===== config.mk =====
export PLATFORM = sky130hd
export DESIGN_NAME = fifo_uart_tx
export DESIGN_NICKNAME = d
export VERILOG_FILES = /design/src/rtl/fifo_uart_pkg.sv /design/src/rtl/baud_tick_gen.sv /design/src/rtl/fifo_uart_tx.sv
export SDC_FILE = /design/constraint.sdc
export NUM_CORES = 1
export LEC_CHECK = 0
export BUFFER_PORTS_ARGS = -buffer_cell sky130_fd_sc_hd__buf_2
export CORE_MARGIN = 2
export CORE_UTILIZATION = 40
export DETAILED_ROUTE_END_ITERATION = 8
export PLACE_DENSITY = 0.58
export SYNTH_ARGS = -nofsm -noshare
export SYNTH_HDL_FRONTEND = slang
export SYNTH_SLANG_ARGS = --single-unit
export TNS_END_PERCENT = 30

===== constraint.sdc =====
create_clock -name clock -period 2.7 [get_ports clock]
set_input_delay 0.405 -clock clock [delete_from_list [all_inputs] [get_ports clock]]
set_output_delay 0.405 -clock clock [all_outputs]
set_load 0.01 [all_outputs]

===== src/rtl/fifo_uart_pkg.sv =====
// Shared types and helpers for the fifo-draining UART transmitter.
package fifo_uart_pkg;

  // Line state of the transmitter; busy is simply "not IDLE".
  typedef enum logic [1:0] {
    IDLE  = 2'd0,
    START = 2'd1,
    DATA  = 2'd2,
    STOP  = 2'd3
  } tx_state_t;

  // Below this, the baud counter has too few steps to hold a bit cleanly.
  localparam int MIN_CLKS_PER_BIT = 4;

  // Clocks per serial bit; the fractional part is dropped (integer divide).
  function automatic int calc_clks_per_bit(input int clk_freq, input int baud);
    return clk_freq / baud;
  endfunction

endpackage


===== src/rtl/baud_tick_gen.sv =====
// Restartable bit-period counter: tick marks the last clock of each bit period.
module baud_tick_gen #(
  parameter int CLKS_PER_BIT = 10
) (
  input  logic clock,
  input  logic reset_n,
  input  logic restart,
  output logic tick
);

  localparam int CNT_W = $clog2(CLKS_PER_BIT);
  localparam logic [CNT_W-1:0] LAST = CNT_W'(CLKS_PER_BIT - 1);

  logic [CNT_W-1:0] count;

  // Count 0..CLKS_PER_BIT-1 and wrap; restart pins the count at 0.
  // NOTE: sequential state is updated with non-blocking (<=) assignments only,
  // so every register samples the values from before the clock edge.
  always_ff @(posedge clock or negedge reset_n) begin
    if (!reset_n) begin
      count <= '0;
    end else if (restart || (count == LAST)) begin
      count <= '0;
    end else begin
      count <= count + 1'b1;
    end
  end

  assign tick = (count == LAST);

endmodule


===== src/rtl/fifo_uart_tx.sv =====
// Pops bytes from a show-ahead fifo and sends each as an 8N1-style UART frame.
module fifo_uart_tx
  import fifo_uart_pkg::*;
#(
  parameter int DATA_WIDTH = 8,
  parameter int CLK_FREQ   = 27000000,
  parameter int BAUD       = 115200,
  parameter int STOP_BITS  = 1
) (
  input  logic                  clock,
  input  logic                  reset_n,
  input  logic                  enable,
  input  logic                  fifo_empty,
  input  logic [DATA_WIDTH-1:0] fifo_data,
  output logic                  fifo_read_en,
  output logic                  tx,
  output logic                  busy,
  output logic                  tx_done
);

  localparam int CLKS_PER_BIT = calc_clks_per_bit(CLK_FREQ, BAUD);
  localparam int BIT_W        = $clog2(DATA_WIDTH);
  localparam int STOP_W       = (STOP_BITS > 1) ? $clog2(STOP_BITS) : 1;
  localparam logic [BIT_W-1:0]  BIT_LAST  = BIT_W'(DATA_WIDTH - 1);
  localparam logic [STOP_W-1:0] STOP_LAST = STOP_W'(STOP_BITS - 1);

  if (CLKS_PER_BIT < MIN_CLKS_PER_BIT) begin : g_bad_clks_per_bit
    $error("fifo_uart_tx: CLK_FREQ/BAUD must be at least 4");
  end
  if ((STOP_BITS < 1) || (STOP_BITS > 2)) begin : g_bad_stop_bits
    $error("fifo_uart_tx: STOP_BITS must be 1 or 2");
  end

  tx_state_t             state, state_next;
  logic [BIT_W-1:0]      bit_idx, bit_next;
  logic [STOP_W-1:0]     stop_idx, stop_next;
  logic [DATA_WIDTH-1:0] shreg, shreg_next;
  logic                  tx_next;
  logic                  read_next;
  logic                  tick;

  // The counter is held at 0 while idle, so the start bit gets a full period.
  // Every later bit boundary coincides with the counter wrapping to 0, so the
  // count is re-aligned at each transition and never drifts within a frame.
  baud_tick_gen #(
    .CLKS_PER_BIT(CLKS_PER_BIT)
  ) u_baud (
    .clock  (clock),
    .reset_n(reset_n),
    .restart(state == IDLE),
    .tick   (tick)
  );

  // Next-state, shifter and line-level decisions for the frame sequence.
  // NOTE: every signal assigned here gets a default first, so no path leaves
  // a value unassigned and no latch is inferred.
  always_comb begin
    state_next = state;
    bit_next   = bit_idx;
    stop_next  = stop_idx;
    shreg_next = shreg;
    tx_next    = tx;
    read_next  = 1'b0;
    tx_done    = 1'b0;
    unique case (state)
      IDLE: begin
        tx_next = 1'b1;
        if (enable && !fifo_empty) begin
          // Latch the byte and pop in the same edge; the frame never looks
          // at fifo_data again.
          shreg_next = fifo_data;
          read_next  = 1'b1;
          tx_next    = 1'b0;
          state_next = START;
        end
      end
      START: begin
        if (tick) begin
          state_next = DATA;
          bit_next   = '0;
          tx_next    = shreg[0];
        end
      end
      DATA: begin
        if (tick) begin
          if (bit_idx == BIT_LAST) begin
            state_next = STOP;
            stop_next  = '0;
            tx_next    = 1'b1;
          end else begin
            bit_next   = bit_idx + 1'b1;
            shreg_next = shreg >> 1;
            tx_next    = shreg[1];
          end
        end
      end
      STOP: begin
        if (tick) begin
          if (stop_idx == STOP_LAST) begin
            state_next = IDLE;
            tx_done    = 1'b1;
          end else begin
            stop_next = stop_idx + 1'b1;
          end
        end
      end
      default: state_next = IDLE;
    endcase
  end

  // State, shifter, line and pop registers.
  // NOTE: the shift register is reset along with the control state; it is a
  // single register, not a memory array, so a reset costs nothing and keeps
  // its contents deterministic.
  always_ff @(posedge clock or negedge reset_n) begin
    if (!reset_n) begin
      state        <= IDLE;
      bit_idx      <= '0;
      stop_idx     <= '0;
      shreg        <= '0;
      tx           <= 1'b1;
      fifo_read_en <= 1'b0;
    end else begin
      state        <= state_next;
      bit_idx      <= bit_next;
      stop_idx     <= stop_next;
      shreg        <= shreg_next;
      tx           <= tx_next;
      fifo_read_en <= read_next;
    end
  end

  assign busy = (state != IDLE);

endmodule

==> reports/summary.txt, run 1 <==
DR vias -> 941
Yosys cell types -> 34
clock slew at reported path FFs -> 0.13 ns
CP delay by family, top -> flip-flops
io pins -> 16
fmax -> 0.458 GHz
post-synth top area cell -> dfrtp_1
Clk Latency, worst-skew pair -> 0.31 ns
Peak VDD IR -> 0.354 mV
measured slew at the worst slew-check pin -> 0.516 ns
r2r worst-path depth -> 5
Iter 0 DRT Violations -> 50
RSZ-0062 raised after global routing -> false
CTS Hold Bufs -> 0
vias in the first global route -> 853
largest net degree at the start of global routing -> 24
Slowest-stage cell, CP -> dfrtp_1
worst flop-to-flop path startpoint -> state[0]
Worst EP required -> 2.91 ns
critical path type -> register to register
Mapped Cells -> 119
P per Cell Area -> 879 mW/mm^2
chain of cells forming the critical path -> inv_1 > ha_1 > or3_1 > a222oi_1 > mux2_1
register area -> 577 um^2
first-pass iteration count of the detailed router -> 4
root buffer selected by CTS -> clkbuf_4
first-pass GRT wire length -> 3830 um
die area -> 0.00358 mm^2
DR DRC count -> 0
CP endpoint kind -> register
Antenna diodes -> 0
Die Width -> 59.8 um
reg-to-reg endpoint -> state[1]
final hold vios -> 0
Via density -> 5.50
Worst slew margin -> 65.6%
Hold Crit Class -> input port to asynchronous set/reset pin
Synth Register Bits -> 23
fillers -> 290
clk_skew -> 0.00399 ns
register area share after synthesis -> 46.2%
post-layout minimum cycle time -> 2.18 ns
top_reg_cell synth -> dfrtp_1
H-tree levels -> 1
die height -> 59.8 um
Mapped Nets -> 140
initial antenna violation count -> 0
mapped cell area -> 0.00125 mm^2
GPL Wtd Cong -> 0.807
HPWL after detailed placement -> 1750 um
Area growth, synth to finish -> 11.7%
yosys warns -> 0
routed wire length -> 2370 um
CTS buffer count -> 3
dominant cells by area after synthesis -> dfrtp_1, ha_1, o221a_2
syn avg cell area -> 10.5 um^2
Setup Fix Bufs, Post-CTS -> 0
clock buffer depth -> 2
num rows -> 20
share of cells above drive strength 1 -> 22.5%
All-Layer GR Usage -> 14.6%
EDFF count, synth -> 0
Congestion Overflow GR -> 0
Synth top cells by count -> dfrtp_1, nor2_1, nand3_1, ha_1, o221a_2
TritonCTS sink count -> 23
Worst Path Buf+Inv -> 1
IO buf count -> 15
cts repair resizes -> 0
period utilization -> 80.9%
r2r setup slk -> 0.52 ns
Core Area -> 0.00300 mm^2
Slew Limit Fails -> 0
post-synth top area share -> 44.1%
setup_tns -> 0 ns
Pleak -> 0.000632 uW
Critical Path Start Type -> register
CTS tree -> done
Starting Density -> 41.5%
status -> finished, final reports clean
count leader, synth -> dfrtp_1
residual antenna-violating net count after detailed routing -> 0
Critical Path Start -> state[0]
drt wl/cell -> 13.9 um
Final setup viols -> 0
crit-path max cell delay -> 0.43 ns
CP max FO -> 15
nets@finish -> 160
hold slack -> 0.0440 ns
critical path arrival -> 2.40 ns
multi-input combinational cell area -> 644 um^2
Max Cap Violations -> 0
ys async rst share -> 100%
[final cells by class]
class	instances	share of cell area [%]
Timing Repair Buffer	16	5.92
Inverter	6	1.62
Multi-Input combinational cell	89	46.2
Tap cell	33	2.96
Clock buffer	4	1.89
Sequential cell	23	41.4
[power breakdown]
group / internal, uW / leakage [uW] / switching (uW)
clock: 57.7 / 0.0000150 / 106
combinational: 246 / 0.000329 / 258
sequential: 464 / 0.000288 / 92.6
total: 767 / 0.000632 / 458
[state kept, by name, summed over array words and instances, names as in the netlist]
signal,flops
shreg,8
u_baud.count,8
bit_idx,3
state,2
fifo_read_en,1
tx,1
[how the worst max path moves through the flow]
stage                          end  slack, ns  cells after the start
after CTS                 state[1]       0.51                      5
after global placement    state[1]       0.63                      5
final                     state[1]       0.52                      5
after detailed placement  state[1]       0.53                      5
after floorplan           state[1]       0.82                      5
after global routing      state[1]       0.35                      5
[per-stage QoR]
step / setup slack, ns / total power (uW) / utilization [%] / std cells / area (um^2)
2_1_floorplan: 0.815 / 933 / - / 119 / 1250
3_3_place_gp: 0.631 / 1060 / 45.5 / 167 / 1370
3_5_place_dp: 0.531 / 1070 / 45.5 / 167 / 1370
4_1_cts: 0.508 / 1240 / 46.4 / 171 / 1390
5_1_grt: 0.347 / 1330 / 46.4 / 171 / 1390
6_report: 0.516 / 1220 / 46.4 / 171 / 1390
[logic make-up after synthesis]
family,share of synthesized area (%)
compound gates,13.6
xor+xnor,4.21
fa+ha+maj,9.03
buf+inv,2.11
flops,46.2
mux,1.81
simple gates,23.0
[worst register-to-register path, stage by stage, from the launching register on]
cell	delay, ns
dfrtp_1	0.43
inv_1	0.09
ha_1	0.36
or3_1	0.43
a222oi_1	0.42
mux2_1	0.36
[routing by layer]
layer | global-route usage (%) | vias to the layer above | part of all wire, %
met2 | 22.4 | 15 | 46
met3 | 3.25 | 2 | 3.7
li1 | - | 467 | -
met1 | 19.7 | 457 | 49
met5 | 0 | - | 0
met4 | 6.67 | 0 | 0.80
[placed cells by master, fill, tap and decap left out, types with 2 or more instances in the layout]
cell type,count
nand4_1,2
or2b_1,5
nor2_1,13
dfrtp_1,22
xor2_1,2
o21ai_0,4
inv_1,6
nand2_1,6
xnor2_1,4
nand3_1,10
and2_1,2
clkbuf_4,3
nor3_1,2
buf_2,15
o221a_2,7
ha_1,9
nand2b_1,4
o211ai_1,2
nor2b_1,2
Power figures use the tool's default switching activity.
==> run 2: changes to the inputs <==
- clock period: 2.7 -> 2.3 ns (I/O delays scaled with it)
==> reports/summary.txt, run 2 (same netlist as run 1, synthesis figures left out) <==
P per Cell Area -> 1020 mW/mm^2
non-filler cells, final -> 174
GPL Wtd Cong -> 0.813
clock buffer depth -> 2
root buffer selected by CTS -> clkbuf_4
final hold vios -> 0
first-pass GRT wire length -> 4220 um
Core Area -> 0.00300 mm^2
drt wl/cell -> 13.7 um
period utilization -> 86.5%
Starting Density -> 41.5%
routed wire length -> 2380 um
Critical Path Start Type -> register
setup_tns -> 0 ns
register area -> 577 um^2
Slew Limit Fails -> 0
Congestion Overflow GR -> 0
Slowest-stage cell, CP -> a222oi_1
most frequent cells in the layout -> dfrtp_1, buf_2, nor2_1, nand3_1, ha_1
Clk Latency, worst-skew pair -> 0.31 ns
TritonCTS sink count -> 23
hold path startpoint -> fifo_data[7]
CTS buffer count -> 3
All-Layer GR Usage -> 15.6%
clock slew at reported path FFs -> 0.13 ns
H-tree levels -> 1
first-pass iteration count of the detailed router -> 4
Area growth, synth to finish -> 13.7%
nets@finish -> 163
Worst slew margin -> 65.8%
Worst Path Buf+Inv -> 1
RSZ-0062 raised after global routing -> false
chain of cells forming the critical path -> inv_1 > ha_1 > or3_1 > a222oi_1 > mux2_1
most common cell after layout, fill and taps aside -> dfrtp_1
Hold Crit Class -> input port to register
multi-input combinational cell area -> 644 um^2
Place WS -> 0.300 ns
residual antenna-violating net count after detailed routing -> 0
Pleak -> 0.000646 uW
die height -> 59.8 um
vias in the first global route -> 972
Worst EP required -> 2.51 ns
largest net degree at the start of global routing -> 24
setup ws final -> 0.310 ns
clk_skew -> 0.00334 ns
measured slew at the worst slew-check pin -> 0.513 ns
fillers -> 306
io pins -> 16
Iter 0 DRT Violations -> 40
Die Width -> 59.8 um
CP delay by family, top -> compound AO/OA/AOI/OAI gates
post-layout minimum cycle time -> 1.99 ns
CP max FO -> 4
status -> finished, final reports clean
Inst Count DP -> 169
crit-path max cell delay -> 0.43 ns
CP endpoint kind -> register
Via density -> 5.44
die area -> 0.00358 mm^2
share of cells above drive strength 1 -> 23.4%
CTS tree -> done
HPWL after detailed placement -> 1790 um
IO buf count -> 15
DR vias -> 947
Max Cap Violations -> 0
fmax -> 0.502 GHz
worst flop-to-flop path startpoint -> state[0]
critical path arrival -> 2.20 ns
Core Util, Final -> 47.3%
num rows -> 20
DR DRC count -> 0
initial antenna violation count -> 0
biggest regs -> shreg: 8 flops, u_baud.count: 8 flops, bit_idx: 3 flops
Peak VDD IR -> 0.427 mV
critical path type -> register to register
Final setup viols -> 0
Antenna diodes -> 0
Critical Path Start -> state[0]
## run 2: cell types whose count changed in the layout (fill, tap and decap cells not counted)
cell	previous run	this run
buf_4	1	3
dlygate4sd3_1	0	1
## run 2: layout make-up
type                    instances  share of cell area, %
multi-input cells              89                   45.4
flip-flops and latches         23                   40.7
repair buffers                 19                   7.58
well taps                      33                   2.91
clock buffers                   4                   1.85
inverters                       6                   1.59
## run 2: routing by layer
| metal | share of wire (%) | track usage [%] | up-vias |
|---|---|---|---|
| met5 | 0 | 0 | - |
| met1 | 48 | 20.7 | 454 |
| met4 | 1.1 | 5.40 | 0 |
| met3 | 4.1 | 2.81 | 2 |
| met2 | 47 | 25.5 | 18 |
| li1 | - | - | 473 |
## run 2: per-stage QoR
| stage | hold WS (ns) | cell area (um^2) | power (uW) |
|---|---|---|---|
| 6_report | 0.362 | 1420 | 1450 |
| 5_1_grt | 0.358 | 1420 | 1580 |
| 2_1_floorplan | 0.0494 | 1250 | 1100 |
| 4_1_cts | 0.349 | 1420 | 1470 |
| 3_5_place_dp | 0.358 | 1380 | 1270 |
| 3_3_place_gp | 0.354 | 1380 | 1250 |
## run 2: final timing paths
check,to,slack [ns],cells after the start
worst max-delay path,state[1],0.31,5
worst min-delay path,shreg[7],0.36,3
worst max register to register,state[1],0.31,5
min in group asynchronous,bit_idx[1],0.52,2
worst min register to register,u_baud.count[0],0.53,1
max in group asynchronous,tx,1.42,2
## run 2: report_power, final
part | internal, uW | switching [uW]
logic | 296 | 310
clock network | 67.8 | 121
registers | 544 | 107
## run 2: tightest hold or removal path, delay by kind of cell
kind / cells / cell delay (ns)
compound gates: 2 / 0.22
buf+inv: 1 / 0.08
## run 2: repair_timing
action                                  CTS  global route
endpoints found under the hold margin    11             0
gates resized for setup                   0             0
hold buffers                              1             0
endpoints found under the setup margin    0             0
setup buffers                             0             0
